## src/rtl/ternary_add_compare_unit_pkg.sv

```systemverilog
// Shared trit encoding, default width and trit decode helper for the ternary add/compare unit.
// Encoding: 00 = 0, 01 = +1, 10 = -1; 11 is invalid and decodes as 0.
package ternary_add_compare_unit_pkg;

  localparam logic [1:0] TRIT_ZERO = 2'b00;
  localparam logic [1:0] TRIT_POS  = 2'b01;
  localparam logic [1:0] TRIT_NEG  = 2'b10;

  localparam int DEFAULT_WORD_SIZE = 9;

  function automatic int trit_to_int(input logic [1:0] t);
    case (t)
      TRIT_POS: trit_to_int = 1;
      TRIT_NEG: trit_to_int = -1;
      default:  trit_to_int = 0;
    endcase
  endfunction

endpackage

```

## src/rtl/ternary_add_compare_unit_full_adder_cell.sv

```systemverilog
// Balanced-ternary full adder: a + b + cin = 3*cout + sum, all operands 2-bit trits.
// Purely combinational; never emits code 11.
module ternary_full_adder_cell
  import ternary_add_compare_unit_pkg::*;
(
  input  logic [1:0] a,
  input  logic [1:0] b,
  input  logic [1:0] cin,
  output logic [1:0] sum,
  output logic [1:0] cout
);

  int total;

  always_comb begin
    total = trit_to_int(a) + trit_to_int(b) + trit_to_int(cin);
    sum   = TRIT_ZERO;
    cout  = TRIT_ZERO;
    case (total)
      3:  begin sum = TRIT_ZERO; cout = TRIT_POS; end
      2:  begin sum = TRIT_NEG;  cout = TRIT_POS; end
      1:  begin sum = TRIT_POS;  cout = TRIT_ZERO; end
      -1: begin sum = TRIT_NEG;  cout = TRIT_ZERO; end
      -2: begin sum = TRIT_POS;  cout = TRIT_NEG; end
      -3: begin sum = TRIT_ZERO; cout = TRIT_NEG; end
      default: begin sum = TRIT_ZERO; cout = TRIT_ZERO; end
    endcase
  end

endmodule

```

## src/rtl/ternary_add_compare_unit.sv

```systemverilog
// Registered balanced-ternary ripple adder plus signed less-than compare; 1-cycle latency, enable is active-low (1 = hold).
// Optional registered overflow flag under `TERNARY_ADD_OVERFLOW_EN.
module ternary_add_compare_unit
  import ternary_add_compare_unit_pkg::*;
#(
  parameter int WORD_SIZE = DEFAULT_WORD_SIZE
)(
  input  logic                     clock,
  input  logic                     reset,
  input  logic [2*WORD_SIZE-1:0]   input1,
  input  logic [2*WORD_SIZE-1:0]   input2,
  input  logic                     enable,
  output logic [2*WORD_SIZE-1:0]   result,
  output logic                     less_than,
  output logic [1:0]               carry_out
`ifdef TERNARY_ADD_OVERFLOW_EN
  ,
  output logic                     overflow
`endif
);

  logic [2*WORD_SIZE+1:0] carry_chain;
  logic [2*WORD_SIZE-1:0] sum_next;
  logic                   less_next;
  logic                   decided;

  assign carry_chain[1:0] = TRIT_ZERO;

  for (genvar i = 0; i < WORD_SIZE; i++) begin : g_cell
    ternary_full_adder_cell u_cell (
      .a    (input1[2*i +: 2]),
      .b    (input2[2*i +: 2]),
      .cin  (carry_chain[2*i +: 2]),
      .sum  (sum_next[2*i +: 2]),
      .cout (carry_chain[2*(i+1) +: 2])
    );
  end

  // MSB-first scan: the first differing trit decides the ordering.
  always_comb begin
    less_next = 1'b0;
    decided   = 1'b0;
    for (int i = WORD_SIZE - 1; i >= 0; i--) begin
      if (!decided && (trit_to_int(input1[2*i +: 2]) != trit_to_int(input2[2*i +: 2]))) begin
        decided   = 1'b1;
        less_next = trit_to_int(input1[2*i +: 2]) < trit_to_int(input2[2*i +: 2]);
      end
    end
  end

  always_ff @(posedge clock or posedge reset) begin
    if (reset) begin
      result    <= '0;
      carry_out <= TRIT_ZERO;
      less_than <= 1'b0;
    end else if (!enable) begin
      result    <= sum_next;
      carry_out <= carry_chain[2*WORD_SIZE +: 2];
      less_than <= less_next;
    end
  end

`ifdef TERNARY_ADD_OVERFLOW_EN
  always_ff @(posedge clock or posedge reset) begin
    if (reset) begin
      overflow <= 1'b0;
    end else if (!enable) begin
      overflow <= (carry_chain[2*WORD_SIZE +: 2] != TRIT_ZERO);
    end
  end
`endif

endmodule

```

## config.mk

```make
export PLATFORM = sky130hd
export DESIGN_NAME = ternary_add_compare_unit
export DESIGN_NICKNAME = d
export VERILOG_FILES = /design/src/rtl/ternary_add_compare_unit_pkg.sv /design/src/rtl/ternary_add_compare_unit_full_adder_cell.sv /design/src/rtl/ternary_add_compare_unit.sv
export SDC_FILE = /design/constraint.sdc
export NUM_CORES = 1
export LEC_CHECK = 0
export CAP_MARGIN = 30
export CORE_UTILIZATION = 60
export CTS_BUF_LIST = sky130_fd_sc_hd__clkbuf_4 sky130_fd_sc_hd__clkbuf_8
export DETAILED_ROUTE_END_ITERATION = 8
export DONT_BUFFER_PORTS = 1
export PLACE_DENSITY = 0.76
export SYNTH_ARGS = -nofsm -noshare
export SYNTH_HDL_FRONTEND = slang
export SYNTH_SLANG_ARGS = --single-unit
```

## constraint.sdc

```tcl
create_clock -name clock -period 0.9 [get_ports clock]
set_input_delay 0.18 -clock clock [delete_from_list [all_inputs] [get_ports clock]]
set_output_delay 0.18 -clock clock [all_outputs]
set_load 0.01 [all_outputs]
```

==> Flow_metrics.wiki, run 1 <==
{| class="wikitable"
! Metric !! Value
|-
| Status || complete, but fails checks
|-
| Violated checks || negative hold slack, negative setup slack
|-
| Avg Vias per Cell || 6.561
|-
| Net total in the final layout || 709
|-
| Element type at the critical path end || flip-flop
|-
| EDFF count, synth || 0
|-
| Maximum root-to-sink buffer count || 2
|-
| Number of antenna violations at the first check in global routing || 0
|-
| Area of all sequential standard cells || between 500 and 600 µm²
|-
| First-pass GRT wire length || 16.40 mm
|-
| CTS buffer count || 3
|-
| Maximum clock skew at final layout || 0 ns
|-
| ANT nets after route || 0
|-
| Grt total ovfl || 0
|-
| Clock H-tree levels || 1
|-
| Kind of path behind the tightest hold check || primary input to flip-flop
|-
| Req. time, crit path || 1.09 ns
|-
| Layout-stage area growth over the synthesis result || 51.73%
|-
| CP max stage cell || fa_1
|-
| Final hold violations || 1
|-
| Layout Cells excl Fill || 633
|-
| Worst max-slew margin expressed relative to the limit || a little over three fifths
|-
| Clock share of power || 4.6%
|-
| Tmin final || approximately 17 ns
|-
| Mean instance size in the synthesized netlist || ~8.7 µm²
|-
| Total power draw || between 15000 and 20000 µW
|-
| Part of the Yosys area used for sequential elements || between 10% and 20%
|-
| Min setup slack post-route || -16.51 ns
|-
| Worst setup slack for register-to-register paths || -0.07 ns
|-
| Async set or reset register ratio after synthesis || between 90% and 100%
|-
| Number of fill cells in the layout || 155
|-
| CP most frequent cell || fa_1
|-
| Post-route clock period utilization || 1935%
|-
| Internal power component || between 8000 and 9000 µW
|-
| Max-cap check violation count || 0
|-
| Number of antenna diodes || 0
|-
| Final Util || a little over nine tenths
|-
| Wire length after detailed routing || around 15 mm
|-
| Net count after synthesis || 580
|-
| Peak supply drop || roughly 4000 µV
|-
| Primary FF master, synth || dfrtp_1
|-
| Number of search-and-repair iterations in the first detailed-routing pass || 5
|-
| DP Worst Slack || -16.64 ns
|-
| Critical Path Fanout Max || 4
|-
| Port Buffers || 0
|-
| Total power divided by cell area || approximately 2700 nW/µm²
|-
| Biggest area consumer among synthesized cells || ha_1
|-
| Largest net degree at the start of global routing || 41
|-
| Startpoint-to-endpoint class of the critical path || primary input to flip-flop
|-
| Die Area || 6585 µm²
|-
| Fraction of final layout cells sized beyond drive strength 1 || around 52%
|-
| Vias after detailed routing || 4153
|-
| Top cells by area in the synthesized netlist || ha_1, fa_1, dfrtp_1
|-
| Length in cells of the worst reg-to-reg path || 2
|-
| Iteration-0 DRC count of the detailed router || ~360
|-
| Core Region || approximately 6000 µm²
|-
| I/O pin total || 60
|-
| Number of register bits inferred by synthesis || 21
|-
| Y dimension of the die || between 80 and 90 µm
|-
| Instance count after placement with tap cells included || 605
|-
| Number of warnings reported in the yosys synthesis log || 0
|-
| Final Hold Slack || -0.007454 ns
|-
| Gate Count Post-Synth || 430
|-
| Area used by multi-input combinational logic || 3661 µm²
|-
| CTS tree || done
|-
| Area fraction of the dominant cell type after synthesis || 25.30%
|-
| Final number of max-transition violations || 0
|-
| Initial Util || a little over three fifths
|-
| Slew at the pin with the worst max-slew slack || between 0.5 and 0.6 ns
|-
| Commonest non-fill, non-tap cell in the layout || buf_4
|-
| Slowest cell delay on critical path || just under 0.6 ns
|-
| Routed wire per std cell || 23.27 µm
|-
| Horizontal die dimension || roughly 80 µm
|-
| Drt drc || 0
|-
| CTS clock-pin slew for the worst setup and hold paths || roughly 0.090 ns
|-
| Startpoint Class || primary input
|-
| Share of power burned in registers || between 9 and 10%
|-
| Reported net switching power || between 7000 and 8000 µW
|-
| Number of sinks handled by clock tree synthesis || 21
|-
| Via count of the first global-routing pass || between 3000 and 4000
|-
| Routability-driven placement congestion ratio || 0.8649
|-
| Sum of net half-perimeters after detailed placement || just over 7 mm
|-
| Site Rows || 28
|-
| Clock root buffer || clkbuf_8
|-
| Number of unique standard cell types used by synthesis || 51
|-
| Static leakage || ~0.0027 µW
|-
| Number of stages on the worst hold path || 1
|-
| Switching share of total power || about 48%
|-
| Most frequent cells in the layout || buf_4, inv_1, nand2_1
|-
| Cell area after technology mapping || 3759 µm²
|-
| Arrival time of the worst setup path || 17.60 ns
|-
| Comb pwr share || 86.2%
|-
| Count of final setup violators || 27
|-
| Clock network latency to the later pin of the worst-skew pair || 0.27 ns
|-
| All-layer global routing usage || 32.10%
|-
| Top achievable clock speed || roughly 57 MHz
|-
| RSZ-0062 raised after global routing || yes
|}
-- power groups by stage --
stage / clock [µW] / sequential [µW] / combinational [µW]
after floorplan: 0 / 1380 / 6330
after global placement: 0 / 1400 / 8850
after detailed placement: 0 / 1410 / 9420
after CTS: 672 / 1400 / 10300
after global routing: 743 / 1460 / 14300
final: 726 / 1430 / 13500
-- state kept, by name, indices dropped and copies added (netlist names) --
name       count
result        18
carry_out      2
less_than      1
-- per-layer routing --
layer / global-route usage, % / part of all wire, %
met4: 11.96 / 9.1
met5: 0 / 0
met2: 64.54 / 51
met1: 32.71 / 33
met3: 4.719 / 7.7
-- cell families after synthesis --
logic type	share of synthesized area (%)
AOI/OAI and AO/OA	10.85
xor gates and xnor gates	0.6992
adders and majority gates	43.94
buffers and inverters	9.187
DFF	13.98
muxes	0.8987
and+or+nand+nor	20.44
-- cell type report --
type	instances	share of cell area, %
inverters	83	6.362
repair buffers	130	17.71
clock buffers	4	0.8556
multi-input cells	320	64.19
well taps	75	1.645
flip-flops and latches	21	9.237
-- worst max-delay path: cells and delay by family --
kind,cells,cell delay [ns]
AOI/OAI and AO/OA,6,1.08
and+or+nand+nor,18,3.25
buffers and inverters,8,0.55
adders and majority gates,39,12.56
-- synth_stat cells (2+ instances only) --
library cell / n
nor4_1: 3
nand2_1: 45
mux2_2: 3
o21ai_1: 3
a21oi_1: 10
nor2b_1: 10
inv_1: 83
xor2_1: 2
a2bb2oi_1: 3
nor2_1: 15
clkbuf_1: 4
nor3b_1: 4
or2_2: 12
nand4b_1: 4
and2_1: 2
o31a_1: 2
a211oi_1: 2
dfrtp_1: 21
a31oi_1: 3
o211ai_1: 2
o21ai_0: 22
nand3_1: 3
nor3_1: 3
nor4bb_1: 2
o22ai_1: 5
nand2b_1: 15
a311oi_1: 2
nand3b_1: 10
fa_1: 35
nand4_1: 4
ha_1: 76
-- final timing paths --
path	start	to
worst max-delay path	input2[0]	result[16]
worst min-delay path	enable	result[6]
worst max register to register	result[2]	result[2]
worst min register to register	result[14]	result[14]
max in group asynchronous	reset	result[14]
min in group asynchronous	reset	result[4]
-- per-stage QoR --
| step | setup TNS (ns) | cell area, µm² |
|---|---|---|
| after global placement | -205.33 | 5059 |
| after CTS | -198.22 | 5398 |
| after floorplan | -201.75 | 4203 |
| final | -209.75 | 5703 |
| after global routing | -214.92 | 5703 |
| after detailed placement | -210.89 | 5059 |
-- what timing repair did --
action | CTS | global route
resized for setup | 41 | 59
hold endpoints to repair | 23 | 4
pin swaps | 37 | 36
setup endpoints to repair | 24 | 25
buffers inserted | 16 | 13
hold buffers | 2 | 1
No activity file was read; power rests on OpenSTA's default activity.
==> run 2: changes to the inputs <==
--- a/config.mk
+++ b/config.mk
@@ -8,6 +8,7 @@
 export CAP_MARGIN = 30
 export CORE_UTILIZATION = 60
 export CTS_BUF_LIST = sky130_fd_sc_hd__clkbuf_4 sky130_fd_sc_hd__clkbuf_8
+export CTS_CLUSTER_SIZE = 30
 export DETAILED_ROUTE_END_ITERATION = 8
 export DONT_BUFFER_PORTS = 1
 export PLACE_DENSITY = 0.76
==> results of run 2 <==
Final layout, timing and power as in run 1 (identical DEF).
